===== config.mk =====
export PLATFORM = sky130hd
export DESIGN_NAME = alu_lockstep_monitor
export DESIGN_NICKNAME = d
export VERILOG_FILES = /design/src/rtl/alu_mon_pkg.sv /design/src/rtl/alu_mon_sat_cnt.sv /design/src/rtl/alu_lockstep_monitor.sv
export SDC_FILE = /design/constraint.sdc
export NUM_CORES = 1
export LEC_CHECK = 0
export CELL_PAD_IN_SITES_DETAIL_PLACEMENT = 1
export CELL_PAD_IN_SITES_GLOBAL_PLACEMENT = 1
export CORE_ASPECT_RATIO = 2
export CORE_MARGIN = 2
export CORE_UTILIZATION = 30
export DETAILED_ROUTE_END_ITERATION = 10
export GPL_ROUTABILITY_DRIVEN = 0
export HOLD_SLACK_MARGIN = 0.12
export PLACE_DENSITY = 0.71
export RECOVER_POWER = 25
export SLEW_MARGIN = 20
export SYNTH_ARGS = -nofsm -noshare
export SYNTH_HDL_FRONTEND = slang
export SYNTH_SLANG_ARGS = --single-unit

===== constraint.sdc =====
create_clock -name clk -period 2.3 [get_ports clk]
set_input_delay 0.575 -clock clk [delete_from_list [all_inputs] [get_ports clk]]
set_output_delay 0.575 -clock clk [all_outputs]
set_load 0.1 [all_outputs]

===== src/rtl/alu_mon_pkg.sv =====
// Shared constants for the ALU lockstep monitor: opcode encoding of the
// monitored ALU pair and the monitor state encoding.
package alu_mon_pkg;

  localparam logic [1:0] OP_ADD = 2'b00;
  localparam logic [1:0] OP_SUB = 2'b01;
  localparam logic [1:0] OP_AND = 2'b10;
  localparam logic [1:0] OP_OR  = 2'b11;

  localparam logic [1:0] DISARMED = 2'd0;
  localparam logic [1:0] ARMED    = 2'd1;
  localparam logic [1:0] ALARM    = 2'd2;

endpackage


===== src/rtl/alu_mon_sat_cnt.sv =====
// Saturating up-counter with synchronous clear. Holds at all-ones and
// never wraps, so a long-running monitor cannot alias back to small counts.
module alu_mon_sat_cnt #(
  parameter int W = 16
) (
  input  logic         clk,
  input  logic         rst_n,
  input  logic         clr,
  input  logic         inc,
  output logic [W-1:0] count
);

  // Count up on inc, stop at the maximum value; clr wins over inc.
  always_ff @(posedge clk or negedge rst_n) begin
    if (!rst_n) begin
      count <= '0;
    end else if (clr) begin
      count <= '0;
    end else if (inc && (count != {W{1'b1}})) begin
      count <= count + 1'b1;
    end
  end

endmodule


===== src/rtl/alu_lockstep_monitor.sv =====
// Runtime lockstep monitor comparing a golden ALU against a suspect ALU.
// Counts tested transactions, mismatches and known trigger patterns, and
// raises a sticky alarm once the mismatch count reaches ALARM_THRESH.
// Build option: define ALU_MON_CAPTURE_EN to build the first-mismatch
// capture registers; otherwise cap_valid and cap_* are tied to 0.
//
// state    | meaning
// DISARMED | idle after reset/clear, all inputs ignored
// ARMED    | counting transactions, mismatches below threshold
// ALARM    | threshold reached, still counting, left only by clear/reset
module alu_lockstep_monitor
  import alu_mon_pkg::*;
#(
  parameter int WIDTH        = 4,
  parameter int CNT_W        = 16,
  parameter int ALARM_THRESH = 1,
  parameter int CMP_FLAGS    = 1
) (
  input  logic             clk,
  input  logic             rst_n,
  input  logic             arm,
  input  logic             clear,
  input  logic             in_valid,
  input  logic [WIDTH-1:0] in_a,
  input  logic [WIDTH-1:0] in_b,
  input  logic [1:0]       in_op,
  input  logic [WIDTH-1:0] gold_result,
  input  logic             gold_carry,
  input  logic             gold_zero,
  input  logic [WIDTH-1:0] dut_result,
  input  logic             dut_carry,
  input  logic             dut_zero,
  output logic             armed,
  output logic             alarm,
  output logic             mismatch_pulse,
  output logic [CNT_W-1:0] test_count,
  output logic [CNT_W-1:0] mismatch_count,
  output logic [CNT_W-1:0] trigger_count,
  output logic             cap_valid,
  output logic [WIDTH-1:0] cap_a,
  output logic [WIDTH-1:0] cap_b,
  output logic [1:0]       cap_op,
  output logic [WIDTH+1:0] cap_gold,
  output logic [WIDTH+1:0] cap_dut
);

  // Mismatch count one below the threshold: the next counted mismatch
  // reaches it. Saturation is harmless since ALARM_THRESH <= counter max.
  localparam logic [CNT_W-1:0] THRESH_M1 = CNT_W'(ALARM_THRESH - 1);

  logic [1:0] state, state_nxt;
  logic       counted;
  logic       flag_diff;
  logic       mismatch;
  logic       trigger_hit;

  // Classify the current sample: counted, mismatching, trigger pattern.
  always_comb begin
    counted     = in_valid && (state != DISARMED);
    flag_diff   = (CMP_FLAGS != 0) &&
                  ((gold_carry != dut_carry) || (gold_zero != dut_zero));
    mismatch    = counted && ((gold_result != dut_result) || flag_diff);
    trigger_hit = counted &&
                  (((in_a == '1) && (in_b == '1) && (in_op == OP_ADD)) ||
                   ((in_a == '0) && (in_b == '1) && (in_op == OP_AND)));
  end

  // Next-state decode; clear overrides everything, ALARM is sticky.
  always_comb begin
    state_nxt = state;
    if (clear) begin
      state_nxt = DISARMED;
    end else begin
      case (state)
        DISARMED: if (arm) state_nxt = ARMED;
        ARMED:    if (mismatch && (mismatch_count >= THRESH_M1)) state_nxt = ALARM;
        ALARM:    state_nxt = ALARM;
        default:  state_nxt = DISARMED;
      endcase
    end
  end

  // State register.
  always_ff @(posedge clk or negedge rst_n) begin
    if (!rst_n) state <= DISARMED;
    else        state <= state_nxt;
  end

  // One-cycle pulse per counted mismatch.
  always_ff @(posedge clk or negedge rst_n) begin
    if (!rst_n)     mismatch_pulse <= 1'b0;
    else if (clear) mismatch_pulse <= 1'b0;
    else            mismatch_pulse <= mismatch;
  end

  assign armed = (state == ARMED) || (state == ALARM);
  assign alarm = (state == ALARM);

  alu_mon_sat_cnt #(.W(CNT_W)) u_test_cnt (
    .clk(clk), .rst_n(rst_n), .clr(clear), .inc(counted), .count(test_count)
  );

  alu_mon_sat_cnt #(.W(CNT_W)) u_mis_cnt (
    .clk(clk), .rst_n(rst_n), .clr(clear), .inc(mismatch), .count(mismatch_count)
  );

  alu_mon_sat_cnt #(.W(CNT_W)) u_trig_cnt (
    .clk(clk), .rst_n(rst_n), .clr(clear), .inc(trigger_hit), .count(trigger_count)
  );

`ifdef ALU_MON_CAPTURE_EN
  // Freeze operands and both ALU outputs of the first counted mismatch.
  always_ff @(posedge clk or negedge rst_n) begin
    if (!rst_n) begin
      cap_valid <= 1'b0;
      cap_a     <= '0;
      cap_b     <= '0;
      cap_op    <= '0;
      cap_gold  <= '0;
      cap_dut   <= '0;
    end else if (clear) begin
      cap_valid <= 1'b0;
      cap_a     <= '0;
      cap_b     <= '0;
      cap_op    <= '0;
      cap_gold  <= '0;
      cap_dut   <= '0;
    end else if (mismatch && !cap_valid) begin
      cap_valid <= 1'b1;
      cap_a     <= in_a;
      cap_b     <= in_b;
      cap_op    <= in_op;
      cap_gold  <= {gold_carry, gold_zero, gold_result};
      cap_dut   <= {dut_carry, dut_zero, dut_result};
    end
  end
`else
  assign cap_valid = 1'b0;
  assign cap_a     = '0;
  assign cap_b     = '0;
  assign cap_op    = '0;
  assign cap_gold  = '0;
  assign cap_dut   = '0;
`endif

endmodule


==> impl_metrics.yaml <==
detailed_routing:
  num_vias: 3011
  drt_iter0_markers: 102
  routed_wl_um: 9460
  vias_per_cell: 5.22
  drt-pass1-iter-count: 6
  post-route-drc-count: 0
  wl_per_cell_um: 16.4
  ant_nets: 0
yosys:
  ys.warnings.count: 0
  synth-xor-area-share: 0.0590
  synthMuxAreaShare: 0.0309
  synth_top_family_by_area: "simple AND/OR/NAND/NOR gates"
  synthSimpleGateAreaFrac: 0.266
  yosysTopAreaCell: "dfrtp_1"
  synthFlopType: "dfrtp_1"
  yosysMostFrequentCell: "dfrtp_1"
  synth_adder_area_share: 0.0281
  synth_top_area_frac: 0.409
  ys_ff_latch: 51
  netlist_instances: 338
  async_flop_share: 1.00
  synth-edff-count: 0
  synth.avg_cell_area_um2: 9.22
  ys_seq_area_frac: 0.409
  synth_common_cells: "dfrtp_1, a21oi_1, nor2_1, buf_4, nand2_1"
  synth_compound_area_frac: 0.124
  ys_top_cells_by_area: "dfrtp_1, buf_4, a21oi_1"
  yosysUniqueCellTypes: 43
  syn_area_mm2: 0.00312
setup_path:
  cp_top_family: "simple AND/OR/NAND/NOR gates"
  cp_cell_sequence: "dlygate4sd2_1 > or4_4 > mux2i_4 > buf_6 > o211ai_4 > or4_1 > a21oi_1"
  regToRegSetupSlack_ns: 0.13
  path_class: "in2reg"
  end_kind: "register"
  arrival_ns: 2.47
  cp_data_required_time_ns: 2.52
  cp_num_buf_inv: 2
  cp_max_fo: 7
  max_stage_delay_ns: 0.54
  critPathSlowestCell: "or4_4"
  startpoint_type: "input pin"
grt:
  grt_max_degree: 37
  track_usage: 0.169
  antenna_found_initial: 0
  grt_pass1_vias: 3181
  grt_pass1_wl_um: 15400
  grt-ovfl-total: 0
power_and_ir_drop:
  p_leak_nw: 1.77
  powerDensity_mw_per_mm2: 654
  p_switching_w: 0.00112
  p_total_w: 0.00277
  p_comb_frac: 0.383
  switching_share: 0.404
  peakVddDrop_mv: 0.646
  seqPwrFrac: 0.351
  p_int_w: 0.00165
  pwr-share-clk: 0.266
clock_network:
  cts.sinks: 51
  clk_pin_slew_ns: 0.07
  cts_max_level: 2
  cts_tree: "yes"
  cts_made_buffers: 5
  cts_root_buffer: "clkbuf_16"
  clk_latency_ns: 0.29
  cts.path.max_buffers: 2
sta:
  maxSlewViolCount: 0
  hold_viol: 0
  skew_ns: 0.00377
  period_share: 0.979
  rsz0062_at_grt: "true"
  fmaxAchievable_ghz: 0.444
  setup_viol: 0
  fin_crit_ns: 2.25
  worst-slew-pin-transition_ns: 0.956
  setup-tns-final_ns: 0
  slew-limit-headroom: 0.363
die:
  die_area_mm2: 0.0113
  die-height_um: 148
  die_x_um: 76.1
  row_count: 52
  ios: 101
  start_util: 0.307
  core_area_mm2: 0.0101
run_status:
  status: "completed"
finish:
  fin_nets: 475
  fill_cells: 1253
  area_growth_syn_to_layout_pct: 36.0
  diodes: 0
  drive_above_1_share: 0.274
place:
  numPortBuffers: 77
  hpwl_um: 7360
min_path:
  hp-class: "in2async"
job:
  drv_cap: 0
## per-stage QoR
step | cells | util | worst slack (ns) | hold WS [ns] | instance area, µm²
CTS | 576 | 0.418 | 0.0494 | 0.212 | 4240
floorplan | 360 | - | -0.0285 | 0.279 | 3220
detailed placement | 563 | 0.397 | -0.445 | 0.529 | 4030
finish | 577 | 0.418 | 0.0474 | 0.380 | 4240
global placement | 563 | 0.397 | -0.401 | 0.529 | 4030
global route | 577 | 0.418 | -0.0552 | 0.462 | 4240
## area by class of cell
class,count,area [µm²],area share
Clock buffer,7,133,0.0313
Clock inverter,1,5.00,0.00118
Inverter,8,30.0,0.00709
Multi-Input combinational cell,267,1710,0.404
Sequential cell,51,1300,0.306
Tap cell,135,169,0.0399
Timing Repair Buffer,108,890,0.210
## state kept, by name, summed over array words and instances (netlist names)
register / count
u_mis_cnt.count: 16
mismatch_pulse: 1
state: 2
u_trig_cnt.count: 16
u_test_cnt.count: 16
## path summary, 6_finish.rpt
kind                                      from                   to  depth (start not counted)
setup reg to reg                      state[0]  u_trig_cnt.count[6]                          8
hold reg to reg            u_mis_cnt.count[14]  u_mis_cnt.count[14]                          2
setup / recovery                       in_a[2]  u_trig_cnt.count[6]                          7
min in group clk           u_mis_cnt.count[14]  u_mis_cnt.count[14]                          2
hold / removal                           rst_n       mismatch_pulse                          1
max in group asynchronous                rst_n   u_mis_cnt.count[5]                          2
## worst reg2reg max path, stage by stage (launching register included)
cell and delay [ns]:
dfrtp_1 0.37, inv_1 0.08, ha_1 0.23, nand2b_1 0.21, nor3_4 0.24, buf_4 0.18, o211ai_4 0.11, or4_1 0.52
a21oi_1 0.14
## power groups by stage
stage                     Combinational, W  Clock [W]  Sequential (W)
after floorplan                   0.000608          0         0.00114
after global placement             0.00106          0        0.000989
after detailed placement           0.00108          0        0.000992
after CTS                          0.00108   0.000757        0.000975
after global routing               0.00113   0.000793        0.000981
final                              0.00106   0.000738        0.000974
## per-layer routing
layer,vias up,share of wire,track usage
met2,61,0.62,0.361
li1,1401,-,-
met1,1539,0.34,0.158
met4,0,0.018,0.0564
met5,-,0,0
met3,10,0.029,0.0231
## logic make-up (layout without fill, tap and decap cells)
logic type / Yosys count / after routing
other: 1 / 23
DFF: 51 / 51
adders and majority gates: 7 / 7
AOI/OAI and AO/OA: 64 / 64
muxes: 8 / 8
buffers and inverters: 42 / 124
xor gates and xnor gates: 21 / 21
and+or+nand+nor: 144 / 144
## repair_timing
item / CTS / global route
pin swaps: 5 / 2
hold endpoints to repair: 0 / 0
endpoints found under the setup margin: 11 / 10
resized for setup: 13 / 3
hold buffers: 0 / 0
setup buffers: 5 / 1
## cells in the final DEF, fill, tap and decap left out, drive strengths merged, types with 2 or more instances in the layout
| cell type | Yosys | layout |
|---|---|---|
| a211oi | 2 | 2 |
| a21oi | 27 | 27 |
| and3 | 8 | 8 |
| and4 | 7 | 7 |
| buf | 25 | 82 |
| clkbuf | 9 | 9 |
| clkdlybuf4s50 | 0 | 20 |
| conb | 1 | 23 |
| dfrtp | 51 | 51 |
| dlygate4sd2 | 0 | 4 |
| ha | 7 | 7 |
| inv | 8 | 8 |
| mux2 | 3 | 3 |
| mux2i | 5 | 5 |
| nand2 | 20 | 20 |
| nand3 | 13 | 13 |
| nand4 | 18 | 18 |
| nand4b | 2 | 2 |
| nor2 | 26 | 26 |
| nor2b | 5 | 5 |
| nor3 | 11 | 11 |
| nor4 | 3 | 3 |
| o211ai | 4 | 4 |
| o21ai | 12 | 12 |
| o31ai | 16 | 16 |
| or3 | 9 | 9 |
| or4 | 17 | 17 |
| xnor2 | 13 | 13 |
| xor2 | 8 | 8 |
Power figures use the tool's default switching activity.
